`config.mk`:
```
export PLATFORM = sky130hd
export DESIGN_NAME = camera_pan_sequencer_flat
export DESIGN_NICKNAME = d
export VERILOG_FILES = /design/src/rtl/camera_pkg.sv /design/src/rtl/camera_pan_sequencer_if.sv /design/src/rtl/button_debouncer.sv /design/src/rtl/camera_pan_sequencer.sv /design/src/flat_wrapper.sv
export SDC_FILE = /design/constraint.sdc
export NUM_CORES = 1
export LEC_CHECK = 0
export CAP_MARGIN = 30
export CORE_MARGIN = 4
export CORE_UTILIZATION = 35
export CTS_CLUSTER_SIZE = 16
export DETAILED_ROUTE_END_ITERATION = 8
export GPL_TIMING_DRIVEN = 0
export HOLD_SLACK_MARGIN = 0.02
export PLACE_DENSITY = 0.62
export SYNTH_ARGS = -nofsm -noshare
export SYNTH_HDL_FRONTEND = slang
export SYNTH_SLANG_ARGS = --single-unit
```
`constraint.sdc`:
```
create_clock -name clk -period 4.4 [get_ports clk]
set_input_delay 0.66 -clock clk [delete_from_list [all_inputs] [get_ports clk]]
set_output_delay 0.66 -clock clk [all_outputs]
set_load 0.02 [all_outputs]
```
`src/rtl/camera_pkg.sv`:
```
// Shared types for the camera pan sequencer: view codes, FSM states and
// conversions between view codes and signed positions (-1, 0, +1).
package camera_pkg;

   typedef enum logic [1:0] {
      VIEW_FWD   = 2'd0,
      VIEW_LEFT  = 2'd1,
      VIEW_RIGHT = 2'd2
   } view_t;

   typedef enum logic {
      S_IDLE,
      S_PAN
   } state_t;

   typedef logic signed [1:0] pos_t;

   localparam pos_t POS_LEFT  = 2'sb11;
   localparam pos_t POS_FWD   = 2'sb00;
   localparam pos_t POS_RIGHT = 2'sb01;

   function automatic pos_t view_to_pos(input view_t v);
      case (v)
         VIEW_LEFT:  return POS_LEFT;
         VIEW_RIGHT: return POS_RIGHT;
         default:    return POS_FWD;
      endcase
   endfunction

   function automatic view_t pos_to_view(input pos_t p);
      case (p)
         POS_LEFT:  return VIEW_LEFT;
         POS_RIGHT: return VIEW_RIGHT;
         default:   return VIEW_FWD;
      endcase
   endfunction

endpackage

```
`src/rtl/camera_pan_sequencer_if.sv`:
```
// Button/frame inputs and view/pan outputs shared between the sequencer
// and its neighbours (board buttons, renderer).
interface camera_pan_sequencer_if #(
   parameter int OFS_W = 12
) ();

   logic                    left_btn;
   logic                    right_btn;
   logic                    frame_tick;
   logic [1:0]              view;
   logic signed [OFS_W-1:0] pan_offset;
   logic                    busy;
   logic                    pend_valid;

   modport master (
      output left_btn, right_btn, frame_tick,
      input  view, pan_offset, busy, pend_valid
   );

   modport slave (
      input  left_btn, right_btn, frame_tick,
      output view, pan_offset, busy, pend_valid
   );

endinterface

```
`src/rtl/button_debouncer.sv`:
```
// Two-flop synchronizer, level debouncer and one-cycle rising-edge pulse
// for a single raw push-button.
module button_debouncer #(
   parameter int DEB_CYCLES = 500000
) (
   input  logic clk,
   input  logic rst_n,
   input  logic btn,
   output logic req
);

   localparam int CNT_W = $clog2(DEB_CYCLES + 1);
   localparam logic [CNT_W-1:0] CNT_LAST = CNT_W'(DEB_CYCLES - 1);

   logic [1:0]       sync_q;
   logic             level_q;
   logic             level_d_q;
   logic [CNT_W-1:0] cnt_q;

   always_ff @(posedge clk or negedge rst_n) begin
      if (!rst_n) begin
         sync_q    <= '0;
         level_q   <= 1'b0;
         level_d_q <= 1'b0;
         cnt_q     <= '0;
         req       <= 1'b0;
      end else begin
         sync_q <= {sync_q[0], btn};
         // Any cycle where the synced input agrees with the level restarts the count.
         if (sync_q[1] != level_q) begin
            if (cnt_q == CNT_LAST) begin
               level_q <= sync_q[1];
               cnt_q   <= '0;
            end else begin
               cnt_q <= cnt_q + CNT_W'(1);
            end
         end else begin
            cnt_q <= '0;
         end
         level_d_q <= level_q;
         req       <= level_q & ~level_d_q;
      end
   end

endmodule

```
`src/rtl/camera_pan_sequencer.sv`:
```
// Turns debounced left/right presses into frame-stepped pans between the
// LEFT, FWD and RIGHT views, with a single-entry request queue.
module camera_pan_sequencer
   import camera_pkg::*;
#(
   parameter int PAN_DIST   = 640,
   parameter int STEP       = 16,
   parameter int DEB_CYCLES = 500000,
   parameter int OFS_W      = 12
) (
   input  logic                   clk,
   input  logic                   rst_n,
   camera_pan_sequencer_if.slave  bus
);

   localparam logic signed [OFS_W-1:0] DIST_S = OFS_W'(PAN_DIST);
   localparam logic signed [OFS_W-1:0] STEP_S = OFS_W'(STEP);

   logic req_l, req_r;

   button_debouncer #(.DEB_CYCLES(DEB_CYCLES)) u_deb_l (
      .clk(clk), .rst_n(rst_n), .btn(bus.left_btn), .req(req_l)
   );

   button_debouncer #(.DEB_CYCLES(DEB_CYCLES)) u_deb_r (
      .clk(clk), .rst_n(rst_n), .btn(bus.right_btn), .req(req_r)
   );

   state_t                  state_q, state_nxt;
   view_t                   view_q, view_nxt;
   pos_t                    tgt_q, tgt_nxt;
   pos_t                    ptgt_q, ptgt_nxt;
   logic                    pend_q, pend_nxt;
   logic signed [OFS_W-1:0] ofs_q, ofs_nxt;
   logic signed [OFS_W-1:0] goal, stepped;

   // A request is judged against where the camera will be when it executes.
   pos_t base, new_pos;
   logic req_ok;

   assign base    = (state_q == S_PAN) ? tgt_q : (pend_q ? ptgt_q : view_to_pos(view_q));
   assign req_ok  = (req_l ^ req_r) &
                    ~((req_l & (base == POS_LEFT)) | (req_r & (base == POS_RIGHT)));
   assign new_pos = base + (req_l ? POS_LEFT : POS_RIGHT);

   always_ff @(posedge clk or negedge rst_n) begin
      if (!rst_n) begin
         state_q <= S_IDLE;
         view_q  <= VIEW_FWD;
         tgt_q   <= POS_FWD;
         ptgt_q  <= POS_FWD;
         pend_q  <= 1'b0;
         ofs_q   <= '0;
      end else begin
         state_q <= state_nxt;
         view_q  <= view_nxt;
         tgt_q   <= tgt_nxt;
         ptgt_q  <= ptgt_nxt;
         pend_q  <= pend_nxt;
         ofs_q   <= ofs_nxt;
      end
   end

   always_comb begin
      state_nxt = state_q;
      view_nxt  = view_q;
      tgt_nxt   = tgt_q;
      ptgt_nxt  = ptgt_q;
      pend_nxt  = pend_q;
      ofs_nxt   = ofs_q;
      goal      = '0;
      stepped   = ofs_q;

      case (tgt_q)
         POS_LEFT:  goal = -DIST_S;
         POS_RIGHT: goal = DIST_S;
         default:   goal = '0;
      endcase

      case (state_q)
         S_IDLE: begin
            if (pend_q) begin
               state_nxt = S_PAN;
               tgt_nxt   = ptgt_q;
               pend_nxt  = req_ok;
               ptgt_nxt  = req_ok ? new_pos : ptgt_q;
            end else if (req_ok) begin
               state_nxt = S_PAN;
               tgt_nxt   = new_pos;
            end
         end
         S_PAN: begin
            if (req_ok && !pend_q) begin
               pend_nxt = 1'b1;
               ptgt_nxt = new_pos;
            end
            if (bus.frame_tick) begin
               if (ofs_q < goal) begin
                  stepped = ofs_q + STEP_S;
                  if (stepped > goal) stepped = goal;
               end else begin
                  stepped = ofs_q - STEP_S;
                  if (stepped < goal) stepped = goal;
               end
               ofs_nxt = stepped;
               if (stepped == goal) begin
                  view_nxt  = pos_to_view(tgt_q);
                  state_nxt = S_IDLE;
               end
            end
         end
         default: state_nxt = S_IDLE;
      endcase
   end

   assign bus.view       = view_q;
   assign bus.pan_offset = ofs_q;
   assign bus.busy       = (state_q == S_PAN);
   assign bus.pend_valid = pend_q;

endmodule

```
`src/flat_wrapper.sv`:
```
// flat-port wrapper written by rule: the top's interface ports become plain ports
module camera_pan_sequencer_flat import camera_pkg::*;
#(
   parameter int PAN_DIST   = 640,
   parameter int STEP       = 16,
   parameter int DEB_CYCLES = 500000,
   parameter int OFS_W      = 12
)
  (clk, rst_n, bus_left_btn, bus_right_btn, bus_frame_tick, bus_view, bus_pan_offset, bus_busy, bus_pend_valid);
  camera_pan_sequencer_if #(.OFS_W(OFS_W)) bus_i ();
  input  logic clk;
  input  logic rst_n;
  input wire logic [$bits(bus_i.left_btn)-1:0] bus_left_btn;
  input wire logic [$bits(bus_i.right_btn)-1:0] bus_right_btn;
  input wire logic [$bits(bus_i.frame_tick)-1:0] bus_frame_tick;
  output wire logic [$bits(bus_i.view)-1:0] bus_view;
  output wire logic [$bits(bus_i.pan_offset)-1:0] bus_pan_offset;
  output wire logic [$bits(bus_i.busy)-1:0] bus_busy;
  output wire logic [$bits(bus_i.pend_valid)-1:0] bus_pend_valid;
  assign bus_i.left_btn = bus_left_btn;
  assign bus_i.right_btn = bus_right_btn;
  assign bus_i.frame_tick = bus_frame_tick;
  assign bus_view = bus_i.view;
  assign bus_pan_offset = bus_i.pan_offset;
  assign bus_busy = bus_i.busy;
  assign bus_pend_valid = bus_i.pend_valid;
  camera_pan_sequencer #(.PAN_DIST(PAN_DIST), .STEP(STEP), .DEB_CYCLES(DEB_CYCLES), .OFS_W(OFS_W)) u_core (.clk(clk), .rst_n(rst_n), .bus(bus_i));
endmodule
```
; ---- Word level (Yosys, flattened, before mapping)
; Index checks and enable logic that the tools add are counted.
[classes]
order_cmp = 3
n_mux = 28
n_bitwise = 11
reduce_logical = 9
n_addsub = 5
eq_ne = 14
[op_table]
columns = operator, count
row1 = $mux W19, 4
row2 = $mux W12, 5
row3 = $add A19 B1 Y19 const B, 2
row4 = $eq A19 B19 Y1 const B, 2
row5 = $lt A12 B12 Y1, 2
row6 = $pmux W12 S2, 1
row7 = $mux W2, 7
row8 = $add A12 B6 Y12 const B, 1
row9 = $eq A12 B12 Y1, 1
row10 = $gt A12 B12 Y1, 1
row11 = $pmux W2 S2, 3
row12 = $sub A12 B6 Y12 const B, 1
row13 = $reduce_and A2 Y1, 4
row14 = $eq A2 B1 Y1 const B, 3
row15 = $eq A2 B2 Y1 const B, 3
row16 = $mux W1, 6
row17 = $reduce_and A3 Y1, 2
row18 = $and A1 B1 Y1, 5
row19 = $ne A2 B1 Y1 const B, 2
row20 = $not A1 Y1, 4
row21 = $pmux W1 S2, 2
row22 = $add A2 B2 Y2, 1
row23 = $ne A1 B1 Y1, 2
row24 = $ne A2 B2 Y1 const B, 1
row25 = 5 further kinds, 5
[totals]
word_cells = 86
output_inout_bits = 16
register_bits = 68
inputBits = 5

; ---- Depth between registers and ports, before layout
[logic_depth]
depth_word = 12
depth_mapped = 15
mapped_depth_nobuf = 13

; ---- Modules after synthesis
; A second synthesis with hierarchy kept.
[unflattened]
hier_cells = 435
hier_area_um2 = 4121.5
[by_module_without_submodules]
columns = module, seq_area_each_um2, n_inst, area_per_inst_um2, cells_each
row1 = button_debouncer, 600.6, 2, 1136.1, 108
row2 = camera_pan_sequencer, 500.5, 1, 1849.3, 219

; ---- Worst setup path after synthesis
; OpenSTA, ideal clock, no wires.
[synth_path]
kind = flip-flop to flip-flop
from = register u_core.ofs_q[4], in the netlist u_core.bus.pan_offset[4]
to = register u_core.view_q[0], in the netlist u_core.bus.view[0]
t_arrival_ns = 3.357
n_path_buf = 2
setup_ns = 0.128
setup_slack_ns = 0.916
period_less_slack_ns = 3.484
stages_incl_launch_ff = 15
required_ns = 4.272
path_cell_list = dfrtp_1 > buf_6 > or4_4 > nor2_1 > xor2_1 > ha_1 > nand3_1 > nand2_1 > o31ai_1 > or2_1 > buf_6 > o22ai_1 > o32ai_2 > nand4_2 > mux2_1
[synth_between]
elab_chain_cells = 8
elab_cells_between_ends = 12
classes_between = add/sub (2) / order compare (3) / eq/ne (1) / mux (5) / reduce/logical (1)
[synth_lines]
columns = item, line_no
row1 = start: declaration, camera_pan_sequencer.sv:34  ; logic signed [OFS_W-1:0] ofs_q, ofs_nxt;
row2 = start signal: assignment, camera_pan_sequencer.sv:60  ; ofs_q <= ofs_nxt;
row3 = $sub A12 B6 Y12 or $add A12 B6 Y12 (tied branches), "camera_pan_sequencer.sv:102, camera_pan_sequencer.sv:99"
row4 = $lt A12 B12 Y1 or $gt A12 B12 Y1 (tied branches), "camera_pan_sequencer.sv:103, camera_pan_sequencer.sv:100"
row5 = "$mux W12, on equally long branches", "camera_pan_sequencer.sv:103, camera_pan_sequencer.sv:100"
row6 = $mux W12 *, camera_pan_sequencer.sv:98  ; if (ofs_q < goal) begin
row7 = $mux W12 *, camera_pan_sequencer.sv:97  ; if (bus.frame_tick) begin
row8 = $mux W12 *, camera_pan_sequencer.sv:80  ; case (state_q)
row9 = $eq A12 B12 Y1 *, camera_pan_sequencer.sv:106  ; if (stepped == goal) begin
row10 = $reduce_and A3 Y1 (no line) *, --
row11 = end signal: assignment, camera_pan_sequencer.sv:56  ; view_q <= view_nxt;
row12 = end: declaration, camera_pan_sequencer.sv:30  ; view_t view_q, view_nxt;
; Mark *: on every way between the ends. The rest lies on a longest branch, timed or not. The select of a mux whose other input is x is not followed.
; A chain may end at the register's enable or synchronous reset.

; ---- Worst setup path in the final report
; Same ends and word-level chain as after synthesis.

==> metrics <==
routed vias=2962; Placer Congestion=0.852; type of the worst setup path=flop to flop; die height=114 um; final sum of negative setup slack=0 ns; Slew Viols, Final=0; Peak Freq=259 MHz; core outline area=10900 um^2; Final Setup Violations=0; Nets=459; cell family with most CP delay=simple AND/OR/NAND/NOR gates; ys async rst share=100%; sum of buffers and inverters on the critical path=2; largest buffer count on any clock path=2; drt first-iter violations=134; first-pass GRT wire length=14100 um; Skew-Pair Late Insertion Delay=0.35 ns; number of cells produced by synthesis=404; sequential share of power=52.4%; starting utilization of the core area=36.0%; switching share of power=25.0%; start point of the worst hold path=u_core.u_deb_r.sync_q[0]$_DFF_PN0_; synthesized flop and latch total=68; timing startpoint of the critical path=u_core.bus.pan_offset[4]$_DFFE_PN0P_; combinational group share of total power=2.6%; cell area after layout=4500 um^2; slew at the pin closest to its max-slew limit=0.857 ns; I/O Buffers=20; register cell area after layout=1700 um^2; type of element capturing the critical path=flop; CP required=4.63 ns; Power Density=270 nW/um^2; Primary FF master, synth=sky130_fd_sc_hd__dfrtp_1; Max-Slew Margin vs Limit=42.9%; clk slew on worst S/H paths=0.09 ns; max capacitance violation total=0; cell chosen for the clock root=sky130_fd_sc_hd__clkbuf_8; Post-CTS Hold Fix Bufs=0; Cell Chain, Critical Path=buf_6 > or4_4 > nor2_1 > xor2_1 > ha_1 > nand3_1 > nand2_1 > o31ai_1 > or2_1 > buf_6 > o22ai_1 > o32ai_2 > nand4_2 > mux2_1; sum of routed wire length over all layers=8000 um; WHS=0.353 ns; arrival time worst endpoint=4.09 ns; share of layout cells above drive strength 1=10.0%; multi-input logic area=2070 um^2; mean routed wirelength per cell=13.8 um; Filler Cells Inserted=1071; detailed-placement wirelength estimate=5660 um; slowest stage cell on the critical path=sky130_fd_sc_hd__or4_4; Pre-antenna DRT Iters=4; area overhead of the layout relative to synthesis=14.7%; Cell Area, Synth=3920 um^2; Global Route Usage Sum=13.4%; area after detailed placement=4290 um^2; number of placed I/O pins=21; NetSw=0.303 mW; std cell rows=38; maximum clock skew at final layout=0.0139 ns; outcome=complete, no violations; clock tree from TritonCTS=done; die extent in x=114 um; unrepaired setup endpoints after global routing=false; Synth cell types=63; post-synthesis average cell area=9.70 um^2; number of failing hold endpoints at the final stage=0; internal power component=0.910 mW; time the final worst path needs with I/O delays and setup=3.86 ns; maximum single-stage delay on the critical path=0.55 ns; proportion of power drawn by the clock network=45.0%; number of design rule violations left after detail routing=0; Vias per Instance=5.11; static leakage power=1.93 nW; count of flip-flops with a built-in enable after synthesis=0; cell with the most instances on the worst path=sky130_fd_sc_hd__buf_6; number of diodes added for antenna fixing=0; startpoint class of the critical path=flop; post-CTS sizing=0; FF-to-FF Start=u_core.bus.pan_offset[4]$_DFFE_PN0P_; count of antenna-violating nets left after detailed routing=0; net count of the mapped netlist=428; number of sinks on the clock net=68; Hold/Removal Path Class=flop to flop; global route overflow=0; number of CTS-inserted buffers=9; maximum fanout along the worst path=10; number of buffers inserted by post-CTS setup repair=0; Warnings, synthesis=0; fraction of the cycle the final worst path needs=87.7%; Max IR drop VDD=0.199 mV; maximum number of pins on one net before global-route repair=69; number of antenna violations at the first check in global routing=0; Die Area=13000 um^2; vias in the first global route=2950; post-synthesis sequential area ratio=43.4%; H-Tree Depth=3
[layout make-up]
cell class	instances	share of cell area, %
Clock inverter	7	1.78
Clock buffer	9	2.75
Sequential cell	68	37.8
Buffer	15	2.11
Multi-Input combinational cell	307	46.0
Timing Repair Buffer	20	4.40
Inverter	14	1.17
Tap cell	140	3.90
[cells in the final DEF (no fill, tap or decap), types with 5 or more instances in the layout]
cell type | synthesis | final
sky130_fd_sc_hd__a21oi_1 | 9 | 9
sky130_fd_sc_hd__and3_1 | 7 | 7
sky130_fd_sc_hd__clkbuf_1 | 6 | 6
sky130_fd_sc_hd__clkbuf_8 | 1 | 10
sky130_fd_sc_hd__clkdlybuf4s50_1 | 0 | 19
sky130_fd_sc_hd__dfrtp_1 | 68 | 68
sky130_fd_sc_hd__ha_1 | 19 | 19
sky130_fd_sc_hd__inv_1 | 14 | 14
sky130_fd_sc_hd__mux2_2 | 5 | 5
sky130_fd_sc_hd__nand2_1 | 34 | 34
sky130_fd_sc_hd__nand2b_1 | 6 | 6
sky130_fd_sc_hd__nand3_1 | 27 | 27
sky130_fd_sc_hd__nand4_1 | 5 | 5
sky130_fd_sc_hd__nor2_1 | 54 | 54
sky130_fd_sc_hd__nor2b_1 | 8 | 8
sky130_fd_sc_hd__nor3_1 | 5 | 5
sky130_fd_sc_hd__o21ai_0 | 15 | 15
sky130_fd_sc_hd__o221ai_1 | 5 | 5
sky130_fd_sc_hd__xnor2_1 | 24 | 24
sky130_fd_sc_hd__xor2_1 | 24 | 24
[through the flow]
stage                     instances  power (mW)  setup WS (ns)  utilization, %
after floorplan                 404       0.661          0.916               -
after global placement          564       0.681          0.229            39.5
after detailed placement        564       0.682          0.609            39.4
after CTS                       580        1.23          0.568            41.3
after global routing            580        1.27          0.336            41.3
final                           580        1.21          0.539            41.3
[routing by layer]
layer | track usage (%) | part of all wire, % | wire, um | up-vias
li1 | - | - | - | 1485
met1 | 18.1 | 49 | 3920 | 1412
met2 | 21.3 | 46 | 3660 | 53
met3 | 3.08 | 4.0 | 316 | 12
met4 | 4.28 | 1.2 | 99 | 0
met5 | 0 | 0 | 0 | -
[synth_stat cells, types with 2 or more instances]
cell / count / area, um^2
sky130_fd_sc_hd__and2_1: 2 / 12.5
sky130_fd_sc_hd__a31oi_1: 2 / 12.5
sky130_fd_sc_hd__or2_2: 2 / 12.5
sky130_fd_sc_hd__nand3_1: 27 / 135
sky130_fd_sc_hd__a21oi_1: 9 / 45.0
sky130_fd_sc_hd__dfrtp_1: 68 / 1700
sky130_fd_sc_hd__nor3b_1: 2 / 15.0
sky130_fd_sc_hd__clkbuf_1: 6 / 22.5
sky130_fd_sc_hd__ha_1: 19 / 238
sky130_fd_sc_hd__o22ai_1: 3 / 18.8
sky130_fd_sc_hd__o31ai_1: 3 / 22.5
sky130_fd_sc_hd__nor2_1: 54 / 203
sky130_fd_sc_hd__o21ai_0: 15 / 75.1
sky130_fd_sc_hd__a211oi_1: 2 / 15.0
sky130_fd_sc_hd__and4_1: 2 / 17.5
sky130_fd_sc_hd__buf_2: 2 / 10.0
sky130_fd_sc_hd__o221a_2: 2 / 22.5
sky130_fd_sc_hd__xnor2_1: 24 / 210
sky130_fd_sc_hd__buf_6: 3 / 33.8
sky130_fd_sc_hd__nor3_1: 5 / 25.0
sky130_fd_sc_hd__o221ai_1: 5 / 43.8
sky130_fd_sc_hd__or3_1: 4 / 25.0
sky130_fd_sc_hd__xor2_1: 24 / 210
sky130_fd_sc_hd__inv_1: 14 / 52.6
sky130_fd_sc_hd__nor2b_1: 8 / 50.1
sky130_fd_sc_hd__buf_1: 2 / 7.51
sky130_fd_sc_hd__nor4_1: 4 / 25.0
sky130_fd_sc_hd__mux2i_1: 4 / 40.0
sky130_fd_sc_hd__and3_1: 7 / 43.8
sky130_fd_sc_hd__nand2_1: 34 / 128
sky130_fd_sc_hd__nand2b_1: 6 / 37.5
sky130_fd_sc_hd__nand4_1: 5 / 31.3
sky130_fd_sc_hd__mux2_2: 5 / 56.3
[flip-flops by register name (all words and copies together), names as in the netlist, 2 cells and up]
register / count
u_core.u_deb_r.sync_q: 2
u_core.tgt_q: 2
u_core.u_deb_r.cnt_q: 19
u_core.bus.view: 2
u_core.u_deb_l.cnt_q: 19
u_core.u_deb_l.sync_q: 2
u_core.ptgt_q: 2
u_core.bus.pan_offset: 12
[worst paths after layout]
path	depth (start not counted)	slack, ns	end
worst max register to register	14	0.54	u_core.bus.view[0]$_DFFE_PN0P_
max in group asynchronous	1	3.42	u_core.bus.pan_offset[3]$_DFFE_PN0P_
worst min register to register	0	0.35	u_core.u_deb_r.sync_q[1]$_DFF_PN0_
worst min-delay path	0	0.35	u_core.u_deb_r.sync_q[1]$_DFF_PN0_
min in group asynchronous	1	0.42	u_core.u_deb_r.cnt_q[11]$_DFF_PN0_
worst max-delay path	14	0.54	u_core.bus.view[0]$_DFFE_PN0P_
[logic make-up (layout without fill, tap and decap cells)]
kind of cell               after synthesis  in the layout  synth area share, %
buffers and inverters                   29             65                 3.77
AOI/OAI and AO/OA                       55             55                 10.6
xor gates and xnor gates                48             48                 10.7
adders and majority gates               20             20                 6.32
muxes                                   10             10                 2.74
DFF                                     68             68                 43.4
and+or+nand+nor                        174            174                 22.4
[power groups by stage]
stage	Clock (mW)	Combinational (mW)	Sequential (mW)
after floorplan	0	0.0132	0.648
after global placement	0	0.0328	0.648
after detailed placement	0	0.0332	0.649
after CTS	0.563	0.0334	0.636
after global routing	0.594	0.0375	0.637
final	0.545	0.0311	0.636
[worst register-to-register path, stage by stage (launching register included)]
cell,delay [ns]
sky130_fd_sc_hd__dfrtp_1,0.44
sky130_fd_sc_hd__buf_6,0.16
sky130_fd_sc_hd__or4_4,0.55
sky130_fd_sc_hd__nor2_1,0.13
sky130_fd_sc_hd__xor2_1,0.31
sky130_fd_sc_hd__ha_1,0.31
sky130_fd_sc_hd__nand3_1,0.08
sky130_fd_sc_hd__nand2_1,0.08
sky130_fd_sc_hd__o31ai_1,0.40
sky130_fd_sc_hd__or2_1,0.17
sky130_fd_sc_hd__buf_6,0.12
sky130_fd_sc_hd__o22ai_1,0.11
sky130_fd_sc_hd__o32ai_2,0.34
sky130_fd_sc_hd__nand4_2,0.19
sky130_fd_sc_hd__mux2_1,0.35
No activity file was read; power rests on OpenSTA's default activity.
